**config.mk**
```make
export PLATFORM = sky130hd
export DESIGN_NAME = cla_serial_adder_flat
export DESIGN_NICKNAME = d
export VERILOG_FILES = /design/src/rtl/cla_serial_adder_if.sv /design/src/rtl/cla_serial_adder.sv /design/src/flat_wrapper.sv
export SDC_FILE = /design/constraint.sdc
export NUM_CORES = 1
export LEC_CHECK = 0
export ABC_AREA = 1
export CAP_MARGIN = 20
export CELL_PAD_IN_SITES_DETAIL_PLACEMENT = 2
export CELL_PAD_IN_SITES_GLOBAL_PLACEMENT = 2
export CORE_MARGIN = 1
export CORE_UTILIZATION = 26
export DETAILED_ROUTE_END_ITERATION = 10
export GPL_ROUTABILITY_DRIVEN = 0
export PLACE_DENSITY_LB_ADDON = 0.25
export REMOVE_ABC_BUFFERS = 1
export SETUP_SLACK_MARGIN = 0.4
export SLEW_MARGIN = 20
export SYNTH_ARGS = -nofsm -noshare
export SYNTH_HDL_FRONTEND = slang
export SYNTH_SLANG_ARGS = --single-unit
```
**constraint.sdc**
```tcl
create_clock -name clk -period 2.1 [get_ports clk]
set_input_delay 0.315 -clock clk [delete_from_list [all_inputs] [get_ports clk]]
set_output_delay 0.315 -clock clk [all_outputs]
set_load 0.05 [all_outputs]
```
**src/rtl/cla_serial_adder_if.sv**
```systemverilog
// Handshake and data bundle for cla_serial_adder.
//
// Handshake rule (both directions): a transfer happens on a rising clock edge
// where valid and ready are both high. The producer holds its payload stable
// while valid is high and ready is low; the consumer may change ready freely.
//
//   in_valid/in_ready    : operand transfer, payload a, b, cin
//   out_valid/out_ready  : result transfer, payload sum, cout, ovf
//   busy                 : high while nibbles are being added
//   dbg_state            : current FSM state code, for observation only
//
// The master modport is the side that drives operands and consumes results.
// The slave modport is the adder itself.
interface cla_serial_adder_if #(
  parameter int WIDTH = 16
);
  logic             in_valid;
  logic             in_ready;
  logic [WIDTH-1:0] a;
  logic [WIDTH-1:0] b;
  logic             cin;
  logic             out_valid;
  logic             out_ready;
  logic [WIDTH-1:0] sum;
  logic             cout;
  logic             ovf;
  logic             busy;
  logic [1:0]       dbg_state;

  modport master (
    output in_valid, a, b, cin, out_ready,
    input  in_ready, out_valid, sum, cout, ovf, busy, dbg_state
  );

  modport slave (
    input  in_valid, a, b, cin, out_ready,
    output in_ready, out_valid, sum, cout, ovf, busy, dbg_state
  );
endinterface

```
**src/rtl/cla_serial_adder.sv**
```systemverilog
// Multi-cycle WIDTH-bit adder built around one 4-bit carry-lookahead slice.
// Operands are latched on accept, then one nibble per cycle (LSB first) is
// pushed through the slice. The slice carry-out is registered and becomes the
// next nibble's carry-in, so there is no combinational path from the inputs
// to any output.
//
// Ports:
//   clk    rising-edge clock
//   rst_n  asynchronous active-low reset
//   bus    cla_serial_adder_if.slave: in_valid/in_ready, a, b, cin,
//          out_valid/out_ready, sum, cout, ovf, busy, dbg_state
module cla_serial_adder #(
  parameter int WIDTH = 16
) (
  input  logic                 clk,
  input  logic                 rst_n,
  cla_serial_adder_if.slave    bus
);

  localparam int NIB = WIDTH / 4;
  localparam int IW  = (NIB > 1) ? $clog2(NIB) : 1;
  localparam logic [IW-1:0] LAST = IW'(NIB - 1);

  if (((WIDTH % 4) != 0) || (WIDTH < 4)) begin : g_width_check
    $error("cla_serial_adder: WIDTH must be a multiple of 4 and at least 4");
  end

  typedef enum logic [1:0] {
    IDLE = 2'd0,
    BUSY = 2'd1,
    DONE = 2'd2
  } state_t;

  state_t           state;
  state_t           state_nxt;
  logic [WIDTH-1:0] a_reg;
  logic [WIDTH-1:0] b_reg;
  logic             carry_reg;
  logic [IW-1:0]    idx;
  logic [WIDTH-1:0] sum_reg;
  logic             cout_reg;
  logic             ovf_reg;

  // Bit offset of the current nibble.
  logic [IW+1:0]    base;
  logic [3:0]       an;
  logic [3:0]       bn;
  logic [3:0]       p;
  logic [3:0]       g;
  logic [4:0]       c;   // c[0] = carry in, c[4] = slice carry out

  assign base = {idx, 2'b00};
  assign an   = a_reg[base +: 4];
  assign bn   = b_reg[base +: 4];
  assign p    = an ^ bn;
  assign g    = an & bn;

  // Flattened lookahead: every group carry depends only on p, g and c[0].
  assign c[0] = carry_reg;
  assign c[1] = g[0] | (p[0] & c[0]);
  assign c[2] = g[1] | (p[1] & g[0]) | (p[1] & p[0] & c[0]);
  assign c[3] = g[2] | (p[2] & g[1]) | (p[2] & p[1] & g[0])
              | (p[2] & p[1] & p[0] & c[0]);
  assign c[4] = g[3] | (p[3] & g[2]) | (p[3] & p[2] & g[1])
              | (p[3] & p[2] & p[1] & g[0]) | (&p & c[0]);

  // State register.
  always_ff @(posedge clk or negedge rst_n) begin
    if (!rst_n) begin
      state <= IDLE;
    end else begin
      state <= state_nxt;
    end
  end

  // Next-state logic.
  always_comb begin
    state_nxt = state;
    case (state)
      IDLE: if (bus.in_valid)           state_nxt = BUSY;
      BUSY: if (idx == LAST)            state_nxt = DONE;
      DONE: if (bus.out_ready)          state_nxt = IDLE;
      default:                          state_nxt = IDLE;
    endcase
  end

  // Datapath registers.
  always_ff @(posedge clk or negedge rst_n) begin
    if (!rst_n) begin
      a_reg     <= '0;
      b_reg     <= '0;
      carry_reg <= 1'b0;
      idx       <= '0;
      sum_reg   <= '0;
      cout_reg  <= 1'b0;
      ovf_reg   <= 1'b0;
    end else begin
      case (state)
        IDLE: begin
          if (bus.in_valid) begin
            a_reg     <= bus.a;
            b_reg     <= bus.b;
            carry_reg <= bus.cin;
            idx       <= '0;
            sum_reg   <= '0;
          end
        end
        BUSY: begin
          sum_reg[base +: 4] <= p ^ c[3:0];
          carry_reg          <= c[4];
          if (idx == LAST) begin
            // Last nibble: c[3] is the carry into the MSB of the word.
            cout_reg <= c[4];
            ovf_reg  <= c[3] ^ c[4];
          end else begin
            idx <= idx + 1'b1;
          end
        end
        default: ;  // DONE holds the result until the next accept
      endcase
    end
  end

  assign bus.in_ready  = (state == IDLE);
  assign bus.out_valid = (state == DONE);
  assign bus.busy      = (state == BUSY);
  assign bus.sum       = sum_reg;
  assign bus.cout      = cout_reg;
  assign bus.ovf       = ovf_reg;
  assign bus.dbg_state = state;

endmodule

```
**src/flat_wrapper.sv**
```systemverilog
// flat-port wrapper written by rule: the top's interface ports become plain ports
module cla_serial_adder_flat 
#(
  parameter int WIDTH = 16
)
  (clk, rst_n, bus_in_valid, bus_a, bus_b, bus_cin, bus_out_ready, bus_in_ready, bus_out_valid, bus_sum, bus_cout, bus_ovf, bus_busy, bus_dbg_state);
  cla_serial_adder_if #(.WIDTH(WIDTH)) bus_i ();
  input  logic clk;
  input  logic rst_n;
  input wire logic [$bits(bus_i.in_valid)-1:0] bus_in_valid;
  input wire logic [$bits(bus_i.a)-1:0] bus_a;
  input wire logic [$bits(bus_i.b)-1:0] bus_b;
  input wire logic [$bits(bus_i.cin)-1:0] bus_cin;
  input wire logic [$bits(bus_i.out_ready)-1:0] bus_out_ready;
  output wire logic [$bits(bus_i.in_ready)-1:0] bus_in_ready;
  output wire logic [$bits(bus_i.out_valid)-1:0] bus_out_valid;
  output wire logic [$bits(bus_i.sum)-1:0] bus_sum;
  output wire logic [$bits(bus_i.cout)-1:0] bus_cout;
  output wire logic [$bits(bus_i.ovf)-1:0] bus_ovf;
  output wire logic [$bits(bus_i.busy)-1:0] bus_busy;
  output wire logic [$bits(bus_i.dbg_state)-1:0] bus_dbg_state;
  assign bus_i.in_valid = bus_in_valid;
  assign bus_i.a = bus_a;
  assign bus_i.b = bus_b;
  assign bus_i.cin = bus_cin;
  assign bus_i.out_ready = bus_out_ready;
  assign bus_in_ready = bus_i.in_ready;
  assign bus_out_valid = bus_i.out_valid;
  assign bus_sum = bus_i.sum;
  assign bus_cout = bus_i.cout;
  assign bus_ovf = bus_i.ovf;
  assign bus_busy = bus_i.busy;
  assign bus_dbg_state = bus_i.dbg_state;
  cla_serial_adder #(.WIDTH(WIDTH)) u_core (.clk(clk), .rst_n(rst_n), .bus(bus_i));
endmodule
```
==> results.cfg <==
[cells_and_area]
finalInstanceArea_um2 = 3980
seqCellArea_um2 = 1380
nets = 447
n_antenna_cell = 0
multi_input_area_um2 = 1500
syn2layout_area_growth_pct = 46.2
num-fill-cells = 1105
final_core_util_pct = 40.0
instances_no_fill = 534
drive_gt1_share_pct = 25.7

[placement]
detailedPlacementHpwl_um = 5900
io_buffers = 59
dp.cells = 519
placed_cell_area_um2 = 3510

[critical_path]
critical_path_class = flop to flop
cp-start-kind = flop
ff2ff_path_depth = 10
cp_max_fo = 6
worstPathRequired_ns = 2.35
timing.reg2reg.setup_slack_ns = 0.02
endpoint_kind = flop
r2r-end = u_core.bus.sum[6]
crit_arrival_ns = 2.32
rr_startpoint = u_core.idx[0]

[global_route]
globalRouteMet1Util_pct = 20.2
antenna_found_initial = 0
gr-usage-met2_pct = 29.4
busiest_layer = met2
grt_max_degree = 56
grt_pass1_wl_um = 14100
gr-usage-all-layers_pct = 16.3
grt_use_met3_pct = 2.69
grt.overflow.total = 0
grt_pass1_vias = 2691

[timing]
worst_pin_slew_ns = 0.708
finalCritPeriodShare_pct = 98.8
slew_viol_final = 0
rsz0062_at_grt = true
fin_skew_ns = 0.00789
hold_slack_ns = 0.109
setup_viol = 0
period_minus_slack_ns = 2.08
fmax_ghz = 0.482
maxSlewHeadroom_pct = 52.8
hold_viol_final = 0

[synth]
yosysSeqAreaShare_pct = 50.5
synth-seq-cells = 55
ys_warn_count = 0
avgSynthCellArea_um2 = 8.38
synthCells = 325
ys_types = 29
synth_area_um2 = 2720

[drt]
routed_wl_um = 8360
routed_via_density = 4.52
drt_iter0_drc = 49
dr.pass1.iters = 4
wire_per_inst_um = 15.7
drcViolationCount = 0
route.vias.total = 2412
ant_nets = 0

[die]
ios = 60
die_width_um = 104
start_util_pct = 27.4
row_count = 36
die_y_um = 104
core_um2 = 9950
dieArea_um2 = 10900

[hold_path]
hold_path_class = input port to asynchronous set/reset pin

[clocking]
cts_max_path_buffers = 2
cts_tree = built
clock-sinks = 55
cts.clk_slew.worst_paths_ns = 0.10
worstSkewPairLatency_ns = 0.31
clk_root_buffer_cell = clkbuf_8
cts_buffers = 5
cts_hold_buffers = 0
htreeDepth = 2

[status]
status = completed

[job]
maxCapViolCount = 0
worst max-delay path, cell delays in order, from the launching register on:
cell and delay (ns):
dfrtp_2 0.51, buf_6 0.19, o21ai_4 0.07, o22ai_4 0.25, ha_4 0.25, nand3_2 0.09
nand3_4 0.10, xor2_2 0.21, nor2_2 0.15, nand3_1 0.10, nand2_1 0.08
logic make-up (layout without fill, tap and decap cells):
| family | after synthesis | after routing | share of synthesized area (%) |
|---|---|---|---|
| DFF | 55 | 55 | 50.5 |
| adders and majority gates | 10 | 10 | 4.87 |
| buffers and inverters | 36 | 112 | 6.94 |
| AOI/OAI and AO/OA | 43 | 43 | 8.82 |
| and+or+nand+nor | 178 | 178 | 27.9 |
| xor gates and xnor gates | 3 | 3 | 0.965 |
routing by layer:
layer	part of all wire, %	up-vias
met4	0.67	0
li1	-	1183
met2	52	45
met5	0	-
met3	3.0	4
met1	44	1180
what timing repair did:
item	in CTS	in global routing
gates cloned	2	0
setup buffers	3	2
setup endpoints to repair	41	22
gates resized for setup	88	42
pin swaps	16	5
Yosys cell counts (all sizes together):
master	count	area (um^2)
nor3	1	10.0
xnor2	1	8.76
o21ai	27	135
clkbuf	2	7.51
dfrtp	55	1380
nor2	26	113
fa	1	20.0
nand2	134	533
o22ai	12	75.1
o211ai	1	7.51
nand3	16	97.6
buf	8	72.6
inv	22	82.6
clkinv	4	26.3
xor2	2	17.5
nand4	1	6.26
ha	9	113
o31ai	3	22.5
cell type report:
type | count | area share, %
Clock buffer | 7 | 1.92
Timing Repair inverter | 1 | 0.157
Timing Repair Buffer | 77 | 18.6
Tap cell | 133 | 4.18
Sequential cell | 55 | 34.6
Multi-Input combinational cell | 234 | 37.5
Inverter | 26 | 2.86
Clock inverter | 1 | 0.126
layout by cell type (no fill, tap or decap), types with 4 or more instances in the layout:
| master | instances |
|---|---|
| nand2_1 | 122 |
| dfrtp_1 | 53 |
| clkdlybuf4s50_1 | 35 |
| dlygate4sd2_1 | 19 |
| inv_1 | 17 |
| o21ai_1 | 11 |
| nor2_2 | 10 |
| nor2_1 | 10 |
| nand3_1 | 10 |
| buf_4 | 10 |
| o21ai_2 | 8 |
| nand2_2 | 7 |
| nor2_4 | 6 |
| buf_6 | 6 |
| inv_2 | 5 |
| nand2_4 | 5 |
| o22ai_4 | 5 |
| o22ai_1 | 5 |
| ha_1 | 5 |
| clkbuf_8 | 5 |
| o21ai_4 | 4 |
| o21ai_0 | 4 |
worst max path at each step:
stage | start | to | slack, ns | depth (start not counted)
2_1_floorplan | u_core.bus.dbg_state[0] | u_core.idx[1] | -0.32 | 7
3_3_place_gp | u_core.idx[0] | u_core.bus.sum[1] | 0.09 | 7
3_5_place_dp | u_core.idx[0] | u_core.bus.sum[6] | 0.02 | 10
4_1_cts | u_core.idx[0] | u_core.bus.sum[7] | 0.07 | 11
5_1_grt | u_core.idx[0] | u_core.bus.sum[15] | -0.11 | 13
6_report | u_core.idx[0] | u_core.bus.sum[6] | 0.02 | 10
stage by stage:
step | setup slack (ns) | TNS, ns
2_1_floorplan | -0.320 | -9.48
5_1_grt | -0.113 | -0.637
3_5_place_dp | 0.0233 | 0
4_1_cts | 0.0684 | 0
3_3_place_gp | 0.0945 | 0
6_report | 0.0247 | 0
Power is left out: the tool's default activity adds up to more than one toggle a clock period on the data nets, which glitch-free logic cannot reach.
